### config.mk
export PLATFORM = sky130hd
export DESIGN_NAME = game_state_manager
export DESIGN_NICKNAME = d
export VERILOG_FILES = /design/src/rtl/game_pkg.sv /design/src/rtl/frame_event_latch.sv /design/src/rtl/game_state_manager.sv
export SDC_FILE = /design/constraint.sdc
export NUM_CORES = 1
export LEC_CHECK = 0
export BUFFER_PORTS_ARGS = -buffer_cell sky130_fd_sc_hd__buf_2
export CORE_MARGIN = 2
export CORE_UTILIZATION = 50
export CTS_BUF_LIST = sky130_fd_sc_hd__clkbuf_8
export DETAILED_ROUTE_END_ITERATION = 16
export PLACE_DENSITY = 0.79
export SYNTH_ARGS = -nofsm -noshare
export SYNTH_HDL_FRONTEND = slang
export SYNTH_HIERARCHICAL = 1
export SYNTH_SLANG_ARGS = --single-unit
### constraint.sdc
create_clock -name clk -period 2.4 [get_ports clk]
set_input_delay 0.12 -clock clk [delete_from_list [all_inputs] [get_ports clk]]
set_output_delay 0.12 -clock clk [all_outputs]
set_load 0.02 [all_outputs]
### src/rtl/game_pkg.sv
// Shared game definitions: FSM phase encoding, tile-type codes used by the
// collision controller, score width and a saturating score adder.
package game_pkg;

   localparam int SCORE_W = 16;

   typedef enum logic [2:0] {
      IDLE      = 3'd0,
      PLAY      = 3'd1,
      DYING     = 3'd2,
      LEVEL_WON = 3'd3,
      GAME_OVER = 3'd4,
      GAME_WON  = 3'd5
   } game_state_t;

   localparam logic [1:0] TILE_EMPTY = 2'd0;
   localparam logic [1:0] TILE_WALL  = 2'd1;
   localparam logic [1:0] TILE_GIFT  = 2'd2;
   localparam logic [1:0] TILE_GOAL  = 2'd3;

   function automatic logic [SCORE_W-1:0] sat_add(input logic [SCORE_W-1:0] a,
                                                  input logic [SCORE_W-1:0] b);
      logic [SCORE_W:0] sum;
      sum = {1'b0, a} + {1'b0, b};
      return sum[SCORE_W] ? {SCORE_W{1'b1}} : sum[SCORE_W-1:0];
   endfunction

endpackage

### src/rtl/frame_event_latch.sv
// Sticky one-bit latch that condenses a multi-cycle strobe into one event per
// frame. On a startOfFrame cycle the held value is presented as frameEvent and
// the latch restarts from that cycle's strobe, so the strobe counts for the new
// frame.
module frame_event_latch (
   input  logic clk,
   input  logic resetN,
   input  logic startOfFrame,
   input  logic strobe,
   output logic frameEvent
);

   logic latch_q;
   logic latch_d;

   // hand-off reloads with the current strobe, otherwise accumulate
   always_comb begin
      latch_d = startOfFrame ? strobe : (latch_q | strobe);
   end

   // latch register
   always_ff @(posedge clk or negedge resetN) begin
      if (!resetN) latch_q <= 1'b0;
      else         latch_q <= latch_d;
   end

   assign frameEvent = startOfFrame & latch_q;

endmodule

### src/rtl/game_state_manager.sv
// Frame-rate game supervisor: per-frame event condensing, gift/lives/level/score
// bookkeeping and the game-phase FSM.
// Build option: define GSM_SCORE_EN to build the score register; without it
// score is tied to 0.
//
// state     | meaning
// IDLE      | after reset, waiting for startKey
// PLAY      | gameplay; frame events update counters
// DYING     | life lost, holding HOLD_FRAMES frames
// LEVEL_WON | level cleared, holding HOLD_FRAMES frames
// GAME_OVER | no lives left, waiting for startKey
// GAME_WON  | last level cleared, waiting for startKey
module game_state_manager
   import game_pkg::*;
#(
   parameter int NUM_GIFTS    = 8,
   parameter int NUM_LIVES    = 3,
   parameter int NUM_LEVELS   = 4,
   parameter int HOLD_FRAMES  = 60,
   parameter int GIFT_POINTS  = 10,
   parameter int LEVEL_POINTS = 100
) (
   input  logic                            clk,
   input  logic                            resetN,
   input  logic                            startOfFrame,
   input  logic                            startKey,
   input  logic                            Remove_Gift,
   input  logic                            victory,
   input  logic                            Loss,
   output logic                            gift_clear,
   output logic [$clog2(NUM_GIFTS+1)-1:0]  giftsRemaining,
   output logic [$clog2(NUM_LIVES+1)-1:0]  lives,
   output logic [$clog2(NUM_LEVELS)-1:0]   level,
   output logic [SCORE_W-1:0]              score,
   output logic                            playEnable,
   output logic                            levelRestart,
   output logic                            gameOver,
   output logic                            gameWon
);

   localparam int GW = $clog2(NUM_GIFTS+1);
   localparam int LW = $clog2(NUM_LIVES+1);
   localparam int VW = $clog2(NUM_LEVELS);
   localparam int HW = $clog2(HOLD_FRAMES+1);

   localparam logic [GW-1:0] GIFTS_FULL = GW'(NUM_GIFTS);
   localparam logic [LW-1:0] LIVES_FULL = LW'(NUM_LIVES);
   localparam logic [VW-1:0] LAST_LEVEL = VW'(NUM_LEVELS-1);
   localparam logic [HW-1:0] HOLD_LAST  = HW'(HOLD_FRAMES-1);

   game_state_t   state_q, state_d;
   logic [GW-1:0] gifts_q, gifts_d;
   logic [LW-1:0] lives_q, lives_d;
   logic [VW-1:0] level_q, level_d;
   logic [HW-1:0] hold_q, hold_d;
   logic          restart_q, restart_d;
   logic          gift_clear_q, gift_clear_d;
   logic          score_clr, add_gift, add_level;

   logic gift_ev, victory_ev, loss_ev;

   frame_event_latch u_gift_latch (
      .clk          (clk),
      .resetN       (resetN),
      .startOfFrame (startOfFrame),
      .strobe       (Remove_Gift),
      .frameEvent   (gift_ev)
   );

   frame_event_latch u_victory_latch (
      .clk          (clk),
      .resetN       (resetN),
      .startOfFrame (startOfFrame),
      .strobe       (victory),
      .frameEvent   (victory_ev)
   );

   frame_event_latch u_loss_latch (
      .clk          (clk),
      .resetN       (resetN),
      .startOfFrame (startOfFrame),
      .strobe       (Loss),
      .frameEvent   (loss_ev)
   );

   // phase transitions and counter updates; events outside PLAY are simply not consumed
   always_comb begin
      state_d   = state_q;
      gifts_d   = gifts_q;
      lives_d   = lives_q;
      level_d   = level_q;
      hold_d    = hold_q;
      restart_d = 1'b0;
      score_clr = 1'b0;
      add_gift  = 1'b0;
      add_level = 1'b0;

      unique case (state_q)
         IDLE, GAME_OVER, GAME_WON: begin
            if (startKey) begin
               state_d   = PLAY;
               lives_d   = LIVES_FULL;
               level_d   = '0;
               gifts_d   = GIFTS_FULL;
               score_clr = 1'b1;
               restart_d = 1'b1;
            end
         end
         PLAY: begin
            if (startOfFrame) begin
               // gift_clear_q reflects the previous frame, so the last gift and a
               // victory in the same frame do not complete the level
               if (victory_ev && gift_clear_q) begin
                  state_d   = LEVEL_WON;
                  add_level = 1'b1;
               end else if (loss_ev) begin
                  state_d = DYING;
                  if (lives_q != '0) lives_d = lives_q - LW'(1);
               end else if (gift_ev && (gifts_q != '0)) begin
                  gifts_d  = gifts_q - GW'(1);
                  add_gift = 1'b1;
               end
            end
         end
         DYING: begin
            if (startOfFrame) begin
               if (hold_q == HOLD_LAST) begin
                  if (lives_q == '0) begin
                     state_d = GAME_OVER;
                  end else begin
                     state_d   = PLAY;
                     gifts_d   = GIFTS_FULL;
                     restart_d = 1'b1;
                  end
               end else begin
                  hold_d = hold_q + HW'(1);
               end
            end
         end
         LEVEL_WON: begin
            if (startOfFrame) begin
               if (hold_q == HOLD_LAST) begin
                  if (level_q == LAST_LEVEL) begin
                     state_d = GAME_WON;
                  end else begin
                     state_d   = PLAY;
                     level_d   = level_q + VW'(1);
                     gifts_d   = GIFTS_FULL;
                     restart_d = 1'b1;
                  end
               end else begin
                  hold_d = hold_q + HW'(1);
               end
            end
         end
         default: state_d = IDLE;
      endcase

      if (state_d != state_q) hold_d = '0;
      gift_clear_d = (gifts_d == '0);
   end

   // state and counter registers
   always_ff @(posedge clk or negedge resetN) begin
      if (!resetN) begin
         state_q      <= IDLE;
         gifts_q      <= GIFTS_FULL;
         lives_q      <= LIVES_FULL;
         level_q      <= '0;
         hold_q       <= '0;
         restart_q    <= 1'b0;
         gift_clear_q <= 1'b0;
      end else begin
         state_q      <= state_d;
         gifts_q      <= gifts_d;
         lives_q      <= lives_d;
         level_q      <= level_d;
         hold_q       <= hold_d;
         restart_q    <= restart_d;
         gift_clear_q <= gift_clear_d;
      end
   end

`ifdef GSM_SCORE_EN
   logic [SCORE_W-1:0] score_q, score_d;

   // new game clears, awards add with saturation
   always_comb begin
      score_d = score_q;
      if (score_clr)      score_d = '0;
      else if (add_level) score_d = sat_add(score_q, SCORE_W'(LEVEL_POINTS));
      else if (add_gift)  score_d = sat_add(score_q, SCORE_W'(GIFT_POINTS));
   end

   // score register
   always_ff @(posedge clk or negedge resetN) begin
      if (!resetN) score_q <= '0;
      else         score_q <= score_d;
   end

   assign score = score_q;
`else
   logic unused_score;
   assign unused_score = ^{score_clr, add_gift, add_level, GIFT_POINTS, LEVEL_POINTS};
   assign score        = '0;
`endif

   assign gift_clear     = gift_clear_q;
   assign giftsRemaining = gifts_q;
   assign lives          = lives_q;
   assign level          = level_q;
   assign levelRestart   = restart_q;
   assign playEnable     = (state_q == PLAY);
   assign gameOver       = (state_q == GAME_OVER);
   assign gameWon        = (state_q == GAME_WON);

endmodule

==> impl_metrics.env, run 1 <==
export IMPL_seqPwrFrac=0.382
export IMPL_synth_largest_area_cell="dfrtp_1"
export IMPL_post_cts_buffers=0
export IMPL_clock_latency_ps=270
export IMPL_fin_cells=201
export IMPL_endpoint_kind="flop"
export IMPL_die_h_um=57.7
export IMPL_cts_sinks=22
export IMPL_avgViaCountPerCell=5.50
export IMPL_overflow=0
export IMPL_setup_viol=0
export IMPL_final_hold_violation_count=0
export IMPL_power_internal_mw=0.956
export IMPL_worstMarginPinSlew_ps=527
export IMPL_ys_ff_latch=22
export IMPL_swShare=0.409
export IMPL_wl_met2_um=1330
export IMPL_nets=182
export IMPL_yosysMostFrequentCell="dfrtp_1"
export IMPL_synth_ff_type="dfrtp_1"
export IMPL_die_area_um2=3330
export IMPL_seq_area_frac_synth=0.384
export IMPL_fin_crit_sh=0.792
export IMPL_total_leakage_power_nw=0.785
export IMPL_yosysTopAreaCellShare=0.330
export IMPL_yosys_warnings=6
export IMPL_max_freq_mhz=526
export IMPL_core_um2=2760
export IMPL_avgSynthCellArea_um2=9.55
export IMPL_p_per_area_nw_per_um2=1030
export IMPL_p_sw_mw=0.661
export IMPL_synth_edf_count=0
export IMPL_r2r_start="lives[0]"
export IMPL_synthTopCellsByCount="dfrtp_1, buf_4, nor2_1, inv_1, o21ai_0"
export IMPL_cts_tree="yes"
export IMPL_tns_ps=0
export IMPL_grt_max_degree=23
export IMPL_ys_types=47
export IMPL_drc=0
export IMPL_cp_data_required_time_ps=2580
export IMPL_finalHoldWorstSlack_ps=20.5
export IMPL_cap_viol_max_count=0
export IMPL_wirelength_um=2810
export IMPL_hp_start="victory"
export IMPL_drt_met1_wl_um=1260
export IMPL_highest_layer="met4"
export IMPL_slew_headroom=0.649
export IMPL_ant_nets=0
export IMPL_drv_slew=0
export IMPL_numCtsBuffers=3
export IMPL_peakVddDrop_mv=0.616
export IMPL_critPathArrivalTime_ps=2090
export IMPL_fin_util=0.567
export IMPL_fin_crit_ps=1900
export IMPL_multi_input_area_um2=759
export IMPL_cp_start_kind="flop"
export IMPL_synth_area_leaders="dfrtp_1, buf_4, dfstp_2"
export IMPL_cp_max_fo=5
export IMPL_io_pin_count=36
export IMPL_crit_type="reg2reg"
export IMPL_area_growth_syn_to_layout_pct=8.33
export IMPL_die_w_um=57.7
export IMPL_async_reset_ff_frac=1.00
export IMPL_drive_gt1_frac=0.212
export IMPL_antenna_found_initial=0
export IMPL_clock_skew_ps=2.57
export IMPL_hp_class="in2reg"
export IMPL_port_buffers=19
export IMPL_clk_path_buf_depth=2
export IMPL_grt_pass1_wl_um=4730
export IMPL_cts_htree_levels=1
export IMPL_gp_congestion=0.902
export IMPL_rsz0062_at_grt="false"
export IMPL_power_frac_comb=0.398
export IMPL_dr_wl_met3_um=176
export IMPL_hold_buffers=1
export IMPL_grt_use_total=0.184
export IMPL_start_util=0.523
export IMPL_clk_pin_slew_worst_paths_ps=80
export IMPL_routedWlPerCell_um=14.0
export IMPL_dr_pass1_iters=5
export IMPL_cts_root_buf="clkbuf_8"
export IMPL_synthCells=151
export IMPL_p_clk_frac=0.220
export IMPL_placedCellCount=196
export IMPL_startpoint="lives[0]"
export IMPL_rrSetupSlack_ps=500
export IMPL_seqCellArea_um2=554
export IMPL_drt_iter0_drc=37
export IMPL_antenna_cells=0
export IMPL_fill_cells=250
export IMPL_grt_pass1_vias=1051
export IMPL_routed_via_count=1105
export IMPL_rows=19
export IMPL_netlist_area_um2=1440
export IMPL_post_cts_resized=0
export IMPL_dp_hpwl_um=2070
export IMPL_status="complete, no violations"
==> worst max-delay path: stages (launching register included) <==
cell and delay (ps):
dfstp_2 560, inv_1 50, ha_1 210, mux2i_1 240
a41oi_1 180, o21ai_0 180, o31ai_1 130, nor4b_2 270
==> cell type report <==
class	count	area share
clock buffer	3	0.0264
clock inverter	1	0.0192
inverter	9	0.0216
multi-input combinational	115	0.486
sequential	22	0.355
tap	31	0.0248
timing repair buffer	20	0.0673
==> logic make-up after synthesis <==
kind of cell / count (synthesis) / share of synthesized area
buffers and inverters: 29 / 0.128
muxes: 4 / 0.0278
adders and majority gates: 4 / 0.0347
other: 1 / 0.00260
AOI/OAI and AO/OA: 31 / 0.150
xor gates and xnor gates: 6 / 0.0364
DFF: 22 / 0.384
and+or+nand+nor: 54 / 0.236
==> per-stage QoR <==
stage               setup slack (ps)  instance area [µm²]  power [mW]
floorplan                        614                 1500        1.12
global placement                 600                 1480        1.23
detailed placement               518                 1480        1.26
CTS                              503                 1560        1.62
global route                     356                 1560        1.72
finish                           498                 1560        1.62
==> path summary, 6_finish.rpt <==
path,end,cells after the start
max reg2reg,gift_clear,7
max in group asynchronous,lives[1],2
min reg2reg,u_victory_latch/latch_q,1
min in group asynchronous,levelRestart,2
min,u_victory_latch/latch_q,2
max,gift_clear,7
==> cell usage in the layout, fill, tap and decap left out, drive strengths merged, types with 2 or more instances in the layout <==
cell type	n
dfrtp	19
buf	19
conb	16
nor2	10
inv	9
o21ai	9
nand3	8
nand2	6
and2	6
xor2	5
nand4	5
mux2i	4
nor2b	4
a21oi	4
a21o	4
ha	4
clkbuf	3
dfstp	3
and3	2
and2b	2
o22ai	2
o31ai	2
nor3	2
o22a	2
nor3b	2
nand2b	2
==> registers in the layout (all words and copies together), names as in the netlist <==
register,cells
hold_q,6
giftsRemaining,4
state_q,3
level,2
lives,2
gift_clear,1
levelRestart,1
u_gift_latch/latch_q,1
u_loss_latch/latch_q,1
u_victory_latch/latch_q,1
==> routing by layer <==
metal  vias up  track usage
met1       515        0.241
met5         -            0
met3         4       0.0246
met4         0        0.103
li1        539            -
met2        47        0.294
==> power by group through the flow <==
stage	registers (mW)	logic, mW	clock network (mW)
3_5_place_dp	0.622	0.637	0
5_1_grt	0.638	0.709	0.373
2_1_floorplan	0.617	0.508	0
4_1_cts	0.615	0.642	0.363
3_3_place_gp	0.613	0.612	0
6_report	0.618	0.644	0.355
(Power assumes the default switching activity.)
==> run 2, diff against run 1 <==
--- a/config.mk
+++ b/config.mk
@@ -7,10 +7,10 @@
 export LEC_CHECK = 0
 export BUFFER_PORTS_ARGS = -buffer_cell sky130_fd_sc_hd__buf_2
 export CORE_MARGIN = 2
-export CORE_UTILIZATION = 50
+export CORE_UTILIZATION = 49
 export CTS_BUF_LIST = sky130_fd_sc_hd__clkbuf_8
 export DETAILED_ROUTE_END_ITERATION = 16
-export PLACE_DENSITY = 0.79
+export PLACE_DENSITY = 0.8
 export SYNTH_ARGS = -nofsm -noshare
 export SYNTH_HDL_FRONTEND = slang
 export SYNTH_HIERARCHICAL = 1
==> constraint.sdc (replaced) <==
create_clock -name clk -period 1.6 [get_ports clk]
set_input_delay 0.08 -clock clk [delete_from_list [all_inputs] [get_ports clk]]
set_output_delay 0.08 -clock clk [all_outputs]
set_load 0.02 [all_outputs]
==> impl_metrics.env, run 2 (synthesis results as in run 1) <==
export IMPL_finalInstanceArea_um2=1950
export IMPL_overflow=0
export IMPL_grt_pass1_vias=1255
export IMPL_hold_path_cell_count=3
export IMPL_fin_cells=239
export IMPL_critPathArrivalTime_ps=1920
export IMPL_gp_congestion=0.874
export IMPL_clk_path_buf_depth=2
export IMPL_dr_pass1_iters=4
export IMPL_power_frac_comb=0.549
export IMPL_placed_cell_area_um2=1710
export IMPL_area_growth_syn_to_layout_pct=35.5
export IMPL_io_pin_count=36
export IMPL_cp_start_kind="flop"
export IMPL_power_mw=3.14
export IMPL_routed_via_count=1322
export IMPL_grt_use_total=0.210
export IMPL_die_w_um=58.3
export IMPL_drv_slew=0
export IMPL_largest_register="hold_q"
export IMPL_largest_reg_flops=6
export IMPL_reg2regPathDepth=7
export IMPL_dp_hpwl_um=2520
export IMPL_antenna_found_initial=0
export IMPL_rrSetupSlack_ps=-110
export IMPL_cts_htree_levels=1
export IMPL_antenna_cells=0
export IMPL_cp_data_required_time_ps=1800
export IMPL_drc=0
export IMPL_tns_ps=-324
export IMPL_fin_util=0.703
export IMPL_grt_pass1_wl_um=5490
export IMPL_rsz0062_at_grt="true"
export IMPL_power_internal_mw=1.92
export IMPL_clock_latency_ps=270
export IMPL_seqPwrFrac=0.283
export IMPL_cp_max_fo=5
export IMPL_setup_viol=5
export IMPL_finalHoldWorstSlack_ps=119
export IMPL_cts_root_buf="clkbuf_8"
export IMPL_p_sw_mw=1.22
export IMPL_startpoint="lives[1]"
export IMPL_endpoint_kind="flop"
export IMPL_total_leakage_power_nw=0.975
export IMPL_worstMarginPinSlew_ps=501
export IMPL_peakVddDrop_mv=1.35
export IMPL_fin_crit_sh=1.07
export IMPL_cap_viol_max_count=0
export IMPL_clk_pin_slew_worst_paths_ps=80
export IMPL_r2r_start="lives[1]"
export IMPL_avgViaCountPerCell=5.53
export IMPL_wirelength_um=3680
export IMPL_post_place_ws_ps=-123
export IMPL_drt_iter0_drc=54
export IMPL_drive_gt1_frac=0.447
export IMPL_die_area_um2=3390
export IMPL_final_hold_violation_count=0
export IMPL_hp_class="in2reg"
export IMPL_swShare=0.388
export IMPL_fin_crit_ps=1710
export IMPL_core_um2=2780
export IMPL_start_util=0.519
export IMPL_slew_headroom=0.666
export IMPL_final_common_cell="buf_4"
export IMPL_status="complete, but fails checks"
export IMPL_grt_max_degree=23
export IMPL_routedWlPerCell_um=15.4
export IMPL_port_buffers=19
export IMPL_cts_sinks=22
export IMPL_rows=19
export IMPL_nets=220
export IMPL_p_clk_frac=0.167
export IMPL_clock_skew_ps=5.81
export IMPL_hp_start="startOfFrame"
export IMPL_numCtsBuffers=3
export IMPL_crit_type="reg2reg"
export IMPL_placedCellCount=220
export IMPL_violations="setup timing"
export IMPL_ant_nets=0
export IMPL_cts_tree="yes"
export IMPL_die_h_um=58.3
export IMPL_final_cell_mix="buf_4, buf_2, conb_1, dfrtp_1, nor2_1"
export IMPL_max_freq_mhz=583
export IMPL_setup_ws_ps=-115
export IMPL_p_per_area_nw_per_um2=1610
run 2: changes by cell type in the layout (fill, tap and decap cells not counted), moves of 5 or more:
cell	before	now
buf_4	0	31
o21ai_1	1	6
o21ai_0	8	3
dfrtp_1	19	14
dfrtp_2	0	5
run 2: timing repair:
action,CTS,global route
endpoints found under the hold margin,22,0
pin swaps,7,4
gates resized for setup,9,11
hold buffers,4,0
setup endpoints to repair,13,10
gates cloned,0,0
setup buffers,5,6
run 2: path summary, 6_finish.rpt:
check	endpoint
min	u_victory_latch/latch_q
max	lives[0]
max reg2reg	lives[0]
min in group asynchronous	hold_q[4]
max in group asynchronous	lives[0]
min reg2reg	u_victory_latch/latch_q
run 2: layer usage:
layer	up-vias	share of wire	track usage
li1	614	-	-
met1	642	0.39	0.263
met2	55	0.53	0.363
met3	11	0.056	0.0357
met4	0	0.021	0.0764
met5	-	0	0
run 2: layout make-up:
cell class | instances | area [µm²]
multi-input combinational | 115 | 837
fill | 192 | 827
sequential | 22 | 561
timing repair buffer | 58 | 413
clock buffer | 3 | 41.3
tap | 31 | 38.8
inverter | 9 | 33.8
clock inverter | 1 | 30.0
run 2: worst max-delay path, cell delays in order (launching register included):
cell,delay [ps]
dfstp_2,540
inv_2,50
ha_4,160
buf_6,110
nand4b_1,310
o21ai_1,230
o21ai_1,90
o22a_1,160
run 2: power by group through the flow:
stage          Sequential [mW]  Clock (mW)  Combinational, mW
2_1_floorplan            0.936           0              0.863
3_3_place_gp             0.876           0               1.37
3_5_place_dp             0.889           0               1.44
4_1_cts                  0.884       0.521               1.56
5_1_grt                  0.909       0.562               1.84
6_report                 0.888       0.525               1.72
==> run 3, diff against run 2 <==
--- a/config.mk
+++ b/config.mk
@@ -11,6 +11,7 @@
 export CTS_BUF_LIST = sky130_fd_sc_hd__clkbuf_8
 export DETAILED_ROUTE_END_ITERATION = 16
 export PLACE_DENSITY = 0.8
+export RECOVER_POWER = 100
 export SYNTH_ARGS = -nofsm -noshare
 export SYNTH_HDL_FRONTEND = slang
 export SYNTH_HIERARCHICAL = 1
==> impl_metrics.env, run 3 (synthesis results as in run 1) <==
export IMPL_cp_data_required_time_ps=1800
export IMPL_core_um2=2780
export IMPL_fin_util=0.698
export IMPL_gp_congestion=0.874
export IMPL_area_growth_syn_to_layout_pct=34.5
export IMPL_avgViaCountPerCell=5.53
export IMPL_crit_slowest_cell="dfstp_2"
export IMPL_grt_pass1_wl_um=5490
export IMPL_fin_crit_sh=1.07
export IMPL_largest_reg_flops=6
export IMPL_antenna_found_initial=0
export IMPL_die_w_um=58.3
export IMPL_rsz0062_at_grt="true"
export IMPL_die_h_um=58.3
export IMPL_cap_viol_max_count=0
export IMPL_start_util=0.519
export IMPL_setup_ws_ps=-119
export IMPL_swShare=0.391
export IMPL_setup_viol=5
export IMPL_cts_htree_levels=1
export IMPL_grt_use_total=0.210
export IMPL_port_buffers=19
export IMPL_reg2regPathDepth=7
export IMPL_slowest_delay_ps=540
export IMPL_post_place_ws_ps=-123
export IMPL_cts_sinks=22
export IMPL_max_freq_mhz=582
export IMPL_final_common_cell="buf_4"
export IMPL_grt_pass1_vias=1255
export IMPL_die_area_um2=3390
export IMPL_routed_via_count=1322
export IMPL_power_internal_mw=1.90
export IMPL_worstMarginPinSlew_ps=1200
export IMPL_drc=0
export IMPL_io_pin_count=36
export IMPL_dp_hpwl_um=2520
export IMPL_numCtsBuffers=3
export IMPL_cts_tree="yes"
export IMPL_wirelength_um=3690
export IMPL_p_clk_frac=0.168
export IMPL_clock_skew_ps=5.86
export IMPL_cp_start_kind="flop"
export IMPL_clock_latency_ps=270
export IMPL_endpoint_kind="flop"
export IMPL_dr_pass1_iters=4
export IMPL_total_leakage_power_nw=0.933
export IMPL_status="complete, but fails checks"
export IMPL_p_per_area_nw_per_um2=1610
export IMPL_final_hold_violation_count=0
export IMPL_grt_max_degree=23
export IMPL_power_frac_comb=0.547
export IMPL_cts_root_buf="clkbuf_8"
export IMPL_fin_crit_ps=1720
export IMPL_seqPwrFrac=0.285
export IMPL_path_cells="inv_2, ha_4, buf_6, nand4b_1, o21ai_1, o21ai_1, o22a_1"
export IMPL_path_common_cell="o21ai_1"
export IMPL_p_sw_mw=1.22
export IMPL_violations="setup timing"
export IMPL_antenna_cells=0
export IMPL_clk_pin_slew_worst_paths_ps=80
export IMPL_placed_cell_area_um2=1710
export IMPL_finalInstanceArea_um2=1940
export IMPL_drv_slew=0
export IMPL_slew_headroom=0.197
export IMPL_final_cell_mix="buf_4, conb_1, dfrtp_1, clkbuf_1, nor2_1"
export IMPL_drive_gt1_frac=0.394
export IMPL_critPathArrivalTime_ps=1920
export IMPL_crit_type="reg2reg"
export IMPL_ant_nets=0
export IMPL_hold_path_cell_count=3
export IMPL_peakVddDrop_mv=1.36
export IMPL_clk_path_buf_depth=2
export IMPL_nets=220
export IMPL_hp_class="in2reg"
export IMPL_overflow=0
export IMPL_cp_max_fo=5
export IMPL_largest_register="hold_q"
export IMPL_finalHoldWorstSlack_ps=120
export IMPL_rows=19
export IMPL_routedWlPerCell_um=15.4
export IMPL_drt_iter0_drc=53
## run 3: cell type report
class                   count  area (µm²)
clock inverters             1        30.0
flip-flops and latches     22         561
repair buffers             58         399
clock buffers               3        41.3
multi-input cells         115         837
well taps                  31        38.8
fillers                   201         841
inverters                   9        33.8
## run 3: power by group through the flow
stage                     clock [mW]  combinational [mW]  sequential [mW]
final                          0.525                1.71            0.890
after global placement             0                1.37            0.876
after CTS                      0.521                1.56            0.884
after floorplan                    0               0.863            0.936
after global routing           0.562                1.82            0.910
after detailed placement           0                1.44            0.889
## run 3: final timing paths
check                                              from                 endpoint  slack [ps]
worst max register to register                 lives[1]                 lives[0]        -120
max in group asynchronous                        resetN               state_q[2]         230
min in group asynchronous                        resetN                hold_q[4]         580
worst min register to register  u_victory_latch/latch_q  u_victory_latch/latch_q         480
worst max-delay path                           lives[1]                 lives[0]        -120
worst min-delay path                       startOfFrame  u_victory_latch/latch_q         120
## run 3: per-stage QoR
step | TNS [ps] | power, mW | instances
finish | -336 | 3.12 | 239
detailed placement | -226 | 2.33 | 220
floorplan | -70.5 | 1.80 | 166
global placement | -30.6 | 2.24 | 220
global route | -969 | 3.30 | 239
CTS | -187 | 2.97 | 233
## run 3: per-layer routing
metal | global-route usage | vias up | wire length (µm)
met5 | 0 | - | 0
met4 | 0.0764 | 0 | 55
met3 | 0.0357 | 7 | 191
met2 | 0.363 | 55 | 1990
met1 | 0.263 | 649 | 1450
li1 | - | 611 | -
## run 3: critical path: cells and delay by family (launching register included)
family	cells	cell delay [ps]
adder cells (fa/ha/maj)	1	160
AND/OR/NAND/NOR	1	310
flip-flops	1	540
AO/OA/AOI/OAI	3	480
buffers and inverters	2	160
## run 3: repair_timing
item,in CTS,in global routing
pin swaps,7,4
hold buffers,4,0
endpoints found under the hold margin,22,0
buffers inserted,5,6
gates resized for setup,9,11
setup endpoints to repair,13,10
